==> src/rtl/writeback_stage.sv <==
// Writeback stage: arbitrates load/ALU/FPU results into one registered register-file write.
// Optional perf counters are enabled by defining WB_PERF_EN.
module writeback_stage #(
   parameter int DATA_W    = 32,
   parameter int REG_AW    = 5,
   parameter int FZERO_IDX = 30
) (
   input  logic              clk,
   input  logic              rstn,
   input  logic              alu_valid,
   input  logic [REG_AW-1:0] alu_rd,
   input  logic [1:0]        alu_regwrite,
   input  logic [DATA_W-1:0] alu_result,
   output logic              alu_ready,
   input  logic              ld_issue,
   input  logic [REG_AW-1:0] ld_rd,
   input  logic [1:0]        ld_regwrite,
   input  logic [2:0]        ld_funct3,
   input  logic [1:0]        ld_addr_lo,
   input  logic [DATA_W-1:0] mem_rdata,
   input  logic              data_ready_mem,
   input  logic              fpu_valid,
   input  logic [REG_AW-1:0] fpu_rd,
   input  logic [1:0]        fpu_regwrite,
   input  logic [DATA_W-1:0] fpu_result,
   output logic              fpu_ready,
   output logic              ld_pending,
   output logic [REG_AW-1:0] ld_pending_rd,
   output logic [1:0]        ld_pending_file,
   output logic [REG_AW-1:0] rd_wb,
   output logic [DATA_W-1:0] write_data_register_wb,
   output logic [1:0]        regwrite_wb,
   output logic [31:0]       wb_count,
   output logic [31:0]       fpu_stall_count
);
   localparam logic [REG_AW-1:0] FZERO = REG_AW'(FZERO_IDX);

   typedef enum logic {IDLE, WAIT} ld_state_e;

   ld_state_e         state_q, state_d;
   logic [REG_AW-1:0] ld_rd_q, ld_rd_d;
   logic [1:0]        ld_file_q, ld_file_d;
   logic [2:0]        ld_funct3_q, ld_funct3_d;
   logic [1:0]        ld_addr_q, ld_addr_d;
   logic [REG_AW-1:0] rd_wb_q, rd_wb_d;
   logic [DATA_W-1:0] wdata_q, wdata_d;
   logic [1:0]        regwrite_wb_q, regwrite_wb_d;

   logic              load_done;
   logic              ld_capture;
   logic [7:0]        byte_sel;
   logic [15:0]       half_sel;
   logic [DATA_W-1:0] ld_data;
   logic              win_valid, win_en;
   logic [REG_AW-1:0] win_rd;
   logic [1:0]        win_code;
   logic [DATA_W-1:0] win_data;

   // A data_ready_mem arriving while reset is asserted must not retire the load.
   assign load_done  = rstn && (state_q == WAIT) && data_ready_mem;
   assign ld_capture = ld_issue && ((state_q == IDLE) || data_ready_mem);

   always_comb begin
      state_d     = state_q;
      ld_rd_d     = ld_rd_q;
      ld_file_d   = ld_file_q;
      ld_funct3_d = ld_funct3_q;
      ld_addr_d   = ld_addr_q;
      if (state_q == IDLE) begin
         if (ld_issue) state_d = WAIT;
      end else if (data_ready_mem && !ld_issue) begin
         state_d = IDLE;
      end
      if (ld_capture) begin
         ld_rd_d     = ld_rd;
         ld_file_d   = ld_regwrite;
         ld_funct3_d = ld_funct3;
         ld_addr_d   = ld_addr_lo;
      end
   end

   always_comb begin
      byte_sel = mem_rdata[8*ld_addr_q +: 8];
      half_sel = mem_rdata[16*ld_addr_q[1] +: 16];
      case (ld_funct3_q)
         3'b000:  ld_data = {{(DATA_W-8){byte_sel[7]}}, byte_sel};
         3'b001:  ld_data = {{(DATA_W-16){half_sel[15]}}, half_sel};
         3'b100:  ld_data = {{(DATA_W-8){1'b0}}, byte_sel};
         3'b101:  ld_data = {{(DATA_W-16){1'b0}}, half_sel};
         default: ld_data = mem_rdata;
      endcase
      if (ld_file_q == 2'b10) ld_data = mem_rdata;
   end

   assign alu_ready = rstn && !load_done;
   assign fpu_ready = rstn && !load_done && !alu_valid;

   always_comb begin
      win_valid = 1'b0;
      win_rd    = '0;
      win_code  = 2'b00;
      win_data  = '0;
      if (load_done) begin
         win_valid = 1'b1;
         win_rd    = ld_rd_q;
         win_code  = ld_file_q;
         win_data  = ld_data;
      end else if (alu_valid && alu_ready) begin
         win_valid = 1'b1;
         win_rd    = alu_rd;
         win_code  = alu_regwrite;
         win_data  = alu_result;
      end else if (fpu_valid && fpu_ready) begin
         win_valid = 1'b1;
         win_rd    = fpu_rd;
         win_code  = fpu_regwrite;
         win_data  = fpu_result;
      end
      // Writes to hardwired-zero registers and code 11 are consumed silently.
      win_en = win_valid && (((win_code == 2'b01) && (win_rd != '0)) ||
                             ((win_code == 2'b10) && (win_rd != FZERO)));
      regwrite_wb_d = win_en ? win_code : 2'b00;
      rd_wb_d       = win_en ? win_rd   : rd_wb_q;
      wdata_d       = win_en ? win_data : wdata_q;
   end

   always_ff @(posedge clk) begin
      if (!rstn) begin
         state_q       <= IDLE;
         ld_rd_q       <= '0;
         ld_file_q     <= 2'b00;
         ld_funct3_q   <= 3'b000;
         ld_addr_q     <= 2'b00;
         rd_wb_q       <= '0;
         wdata_q       <= '0;
         regwrite_wb_q <= 2'b00;
      end else begin
         state_q       <= state_d;
         ld_rd_q       <= ld_rd_d;
         ld_file_q     <= ld_file_d;
         ld_funct3_q   <= ld_funct3_d;
         ld_addr_q     <= ld_addr_d;
         rd_wb_q       <= rd_wb_d;
         wdata_q       <= wdata_d;
         regwrite_wb_q <= regwrite_wb_d;
      end
   end

   assign ld_pending             = (state_q == WAIT);
   assign ld_pending_rd          = ld_rd_q;
   assign ld_pending_file        = ld_file_q;
   assign rd_wb                  = rd_wb_q;
   assign write_data_register_wb = wdata_q;
   assign regwrite_wb            = regwrite_wb_q;

`ifdef WB_PERF_EN
   logic [31:0] wb_count_q, wb_count_d;
   logic [31:0] fpu_stall_q, fpu_stall_d;

   always_comb begin
      wb_count_d  = wb_count_q + {31'd0, regwrite_wb_q != 2'b00};
      fpu_stall_d = fpu_stall_q + {31'd0, fpu_valid && !fpu_ready};
   end

   always_ff @(posedge clk) begin
      if (!rstn) begin
         wb_count_q  <= 32'd0;
         fpu_stall_q <= 32'd0;
      end else begin
         wb_count_q  <= wb_count_d;
         fpu_stall_q <= fpu_stall_d;
      end
   end

   assign wb_count        = wb_count_q;
   assign fpu_stall_count = fpu_stall_q;
`else
   assign wb_count        = 32'd0;
   assign fpu_stall_count = 32'd0;
`endif

endmodule
==> config.mk <==
export PLATFORM = sky130hd
export DESIGN_NAME = writeback_stage
export DESIGN_NICKNAME = d
export VERILOG_FILES = /design/src/rtl/writeback_stage.sv
export SDC_FILE = /design/constraint.sdc
export NUM_CORES = 1
export LEC_CHECK = 0
export ABC_AREA = 1
export CAP_MARGIN = 20
export CORE_UTILIZATION = 39
export DETAILED_ROUTE_END_ITERATION = 16
export GPL_ROUTABILITY_DRIVEN = 0
export HOLD_SLACK_MARGIN = 0.12
export PLACE_DENSITY = 0.86
export SLEW_MARGIN = 20
export SYNTH_ARGS = -nofsm -noshare
export SYNTH_HDL_FRONTEND = slang
export SYNTH_SLANG_ARGS = --single-unit
==> constraint.sdc <==
create_clock -name clk -period 2.2 [get_ports clk]
set_input_delay 0.33 -clock clk [delete_from_list [all_inputs] [get_ports clk]]
set_output_delay 0.33 -clock clk [all_outputs]
set_load 0.02 [all_outputs]
==> run summary <==
GR Overflow Total - 0
NumNets Final - 927
Synth Area in Simple Gates - 27.1%
Maximum fanout along the worst path - 3
Seq/Total Area, Yosys - 25.4%
# diodes - 0
Site row count - 37
Layout cells sized above 1 - 8.88%
Die Width - 105 um
Post-synthesis xor/xnor area fraction - 0%
Worst vdd ir - 0.311 mV
First-pass GRT wire length - 20.6 mm
Maximum clock path buffer count - 2
# IOs - 241
Tot GR Track Use - 23.6%
Synthesized cell area - 4100 um2
Setup CP Type - input port to output pin
Part of the power in registers - 36.4%
Sw Pwr - 1.13 mW
Initial cell density of the core - 39.9%
Worst hold slack - 0.354 ns
Core area - 10300 um2
Final setup viols - 0
Seq. cell area - 1040 um2
Initial antenna violation count - 0
Largest net degree at the start of global routing - 34
Fillers - 959
Final WS setup - 0.195 ns
TritonCTS Buffers - 5
Die Height - 105 um
Status - finished clean
Clock share of power - 20.4%
Antenna-violating nets left - 0
WP data arrival - 1.68 ns
Post-DP HPWL - 10.3 mm
MaxCap Viol Count - 0
Synth cell types - 30
Clk_skew - 0.0119 ns
Leakage - 2.67 nW
Reg clk slew, reported paths - 0.11 ns
Worst Path Required - 1.87 ns
Post-CTS setup buffer count - 0
Iteration-0 DRC Markers - 197
Instance count of the mapped netlist - 631
Pwr dens - 507 nW/um2
Total number of yosys warnings - 0
TNS Setup - 0 ns
DP Worst Slack - -0.140 ns
Synth top area share - 25.4%
Number of global-route vias before repair - 4117
Least-Margin Pin Slew - 0.518 ns
Footprint of the multi-input gates - 2360 um2
Root buf cell - clkbuf_8
Routed WL - 13.2 mm
Area leader, netlist - dfxtp_1
Final core area utilization - 57.4%
Net Sw Frac - 37.9%
Wire length per cell - 14.1 um
Power Total - 2.99 mW
Synth Area in Adders - 0%
First-pass DRT Iterations - 5
Largest family of logic cells by synthesized area - simple AND/OR/NAND/NOR gates
RSZ-0062 raised after global routing - false
P_int - 1.86 mW
Slew HR - 65.4%
Area Overhead vs Synth - 43.8%
CTS tree - yes
Syn Area/Cell - 6.50 um2
Max Clk Rate - 0.499 GHz
Synth area leaders - dfxtp_1 25%, nand2_1 12%, buf_4 12%, a21oi_1 8.4%, nor2_1 5.3%
Clock Sinks - 52
Die area - 10900 um2
Via density - 4.85
Min Clock Period, post-route - 2.01 ns
Final worst-path cycle share - 91.1%
Synth Area in Compound Gates - 24.6%
Endpoints failing hold - 0
Remaining routing DRC violations - 0
Comb power frac - 43.2%
Clk Latency, worst-skew pair - 0.31 ns
Seq cells post-synth - 52
Fraction of synthesized area in multiplexers - 0%
H-tree Lvls - 2
Via count - 4539
CP startpoint kind - input port
Critical path capture point type - output pin
IO Port Bufs - 176
Fin. max-slew vios - 0
Worst hold path type - input port to register
state kept, by name (all words and copies together) (netlist names):
register	count
ld_addr_q	2
write_data_register_wb	32
ld_pending_rd	5
rd_wb	5
ld_pending	1
ld_pending_file	2
ld_funct3_q	3
regwrite_wb	2
layer usage:
layer	GRT usage, %	routed length, um
met5	0	0
met3	4.39	1040
met2	40.4	6330
met4	6.73	270
met1	29.9	5560
cell families (layout without fill, tap and decap cells):
| family | Yosys count | count (layout) |
|---|---|---|
| AND/OR/NAND/NOR | 261 | 261 |
| AO/OA/AOI/OAI | 162 | 162 |
| buffers and inverters | 155 | 261 |
| flip-flops | 52 | 52 |
| other | 1 | 64 |
synth_stat cells (all sizes together):
cell type	instances
nand4	9
o21bai	8
inv	49
a21oi	85
o21a	1
o31ai	1
o21ai	35
dfxtp	52
nor3	15
nor2	60
nand2	137
nand3	39
nand3b	1
o211ai	10
conb	1
clkbuf	19
a22oi	22
buf	87
area by class of cell:
| class | instances | area share [%] |
|---|---|---|
| multi-input cells | 487 | 40.1 |
| well taps | 136 | 2.89 |
| flip-flops and latches | 52 | 17.7 |
| clock inverters | 3 | 0.467 |
| repair buffers | 204 | 34.6 |
| clock buffers | 5 | 1.17 |
| inverters | 49 | 3.12 |
power by group through the flow:
stage	clock network, mW	logic [mW]	registers [mW]
2_1_floorplan	0	0.714	1.21
3_5_place_dp	0	1.29	1.11
3_3_place_gp	0	1.27	1.11
4_1_cts	0.627	1.29	1.09
5_1_grt	0.670	1.40	1.10
6_report	0.611	1.29	1.09
metrics by stage:
stage | std cells | cell area (um2)
6_report | 936 | 5900
5_1_grt | 936 | 5900
4_1_cts | 936 | 5900
3_5_place_dp | 928 | 5800
3_3_place_gp | 928 | 5800
2_1_floorplan | 694 | 4340
cell usage in the layout (no fill, tap or decap), drive strengths merged:
cell / synthesis / layout
nor2: 60 / 60
o21ai: 35 / 35
nand4: 9 / 9
dlygate4sd2: 0 / 1
clkinvlp: 0 / 1
dfxtp: 52 / 52
inv: 49 / 50
clkbuf: 19 / 5
conb: 1 / 64
o21bai: 8 / 8
a21oi: 85 / 85
nand3b: 1 / 1
buf: 87 / 29
o211ai: 10 / 10
clkinv: 0 / 1
o31ai: 1 / 1
nand3: 39 / 39
a22oi: 22 / 22
o21a: 1 / 1
nor3: 15 / 15
clkdlybuf4s50: 0 / 174
nand2: 137 / 137
worst max-delay path, stage by stage:
cell and delay, ns:
clkdlybuf4s50_1 0.47, nand2_4 0.11, nand3_2 0.10, inv_1 0.07, clkdlybuf4s50_1 0.60
path summary, 6_finish.rpt:
kind                              startpoint                         end  slack [ns]  depth (start not counted)
setup / recovery              data_ready_mem                   fpu_ready        0.19                          5
hold / removal                          rstn                  ld_pending        0.35                          3
setup reg to reg                  ld_pending  write_data_register_wb[24]        0.34                         11
hold reg to reg   write_data_register_wb[28]  write_data_register_wb[28]        0.48                          2
repair_timing:
item / CTS / global route
endpoints found under the setup margin: 1 / 0
hold buffers: 0 / 0
resized for setup: 1 / 0
No activity file was read; power rests on OpenSTA's default activity.
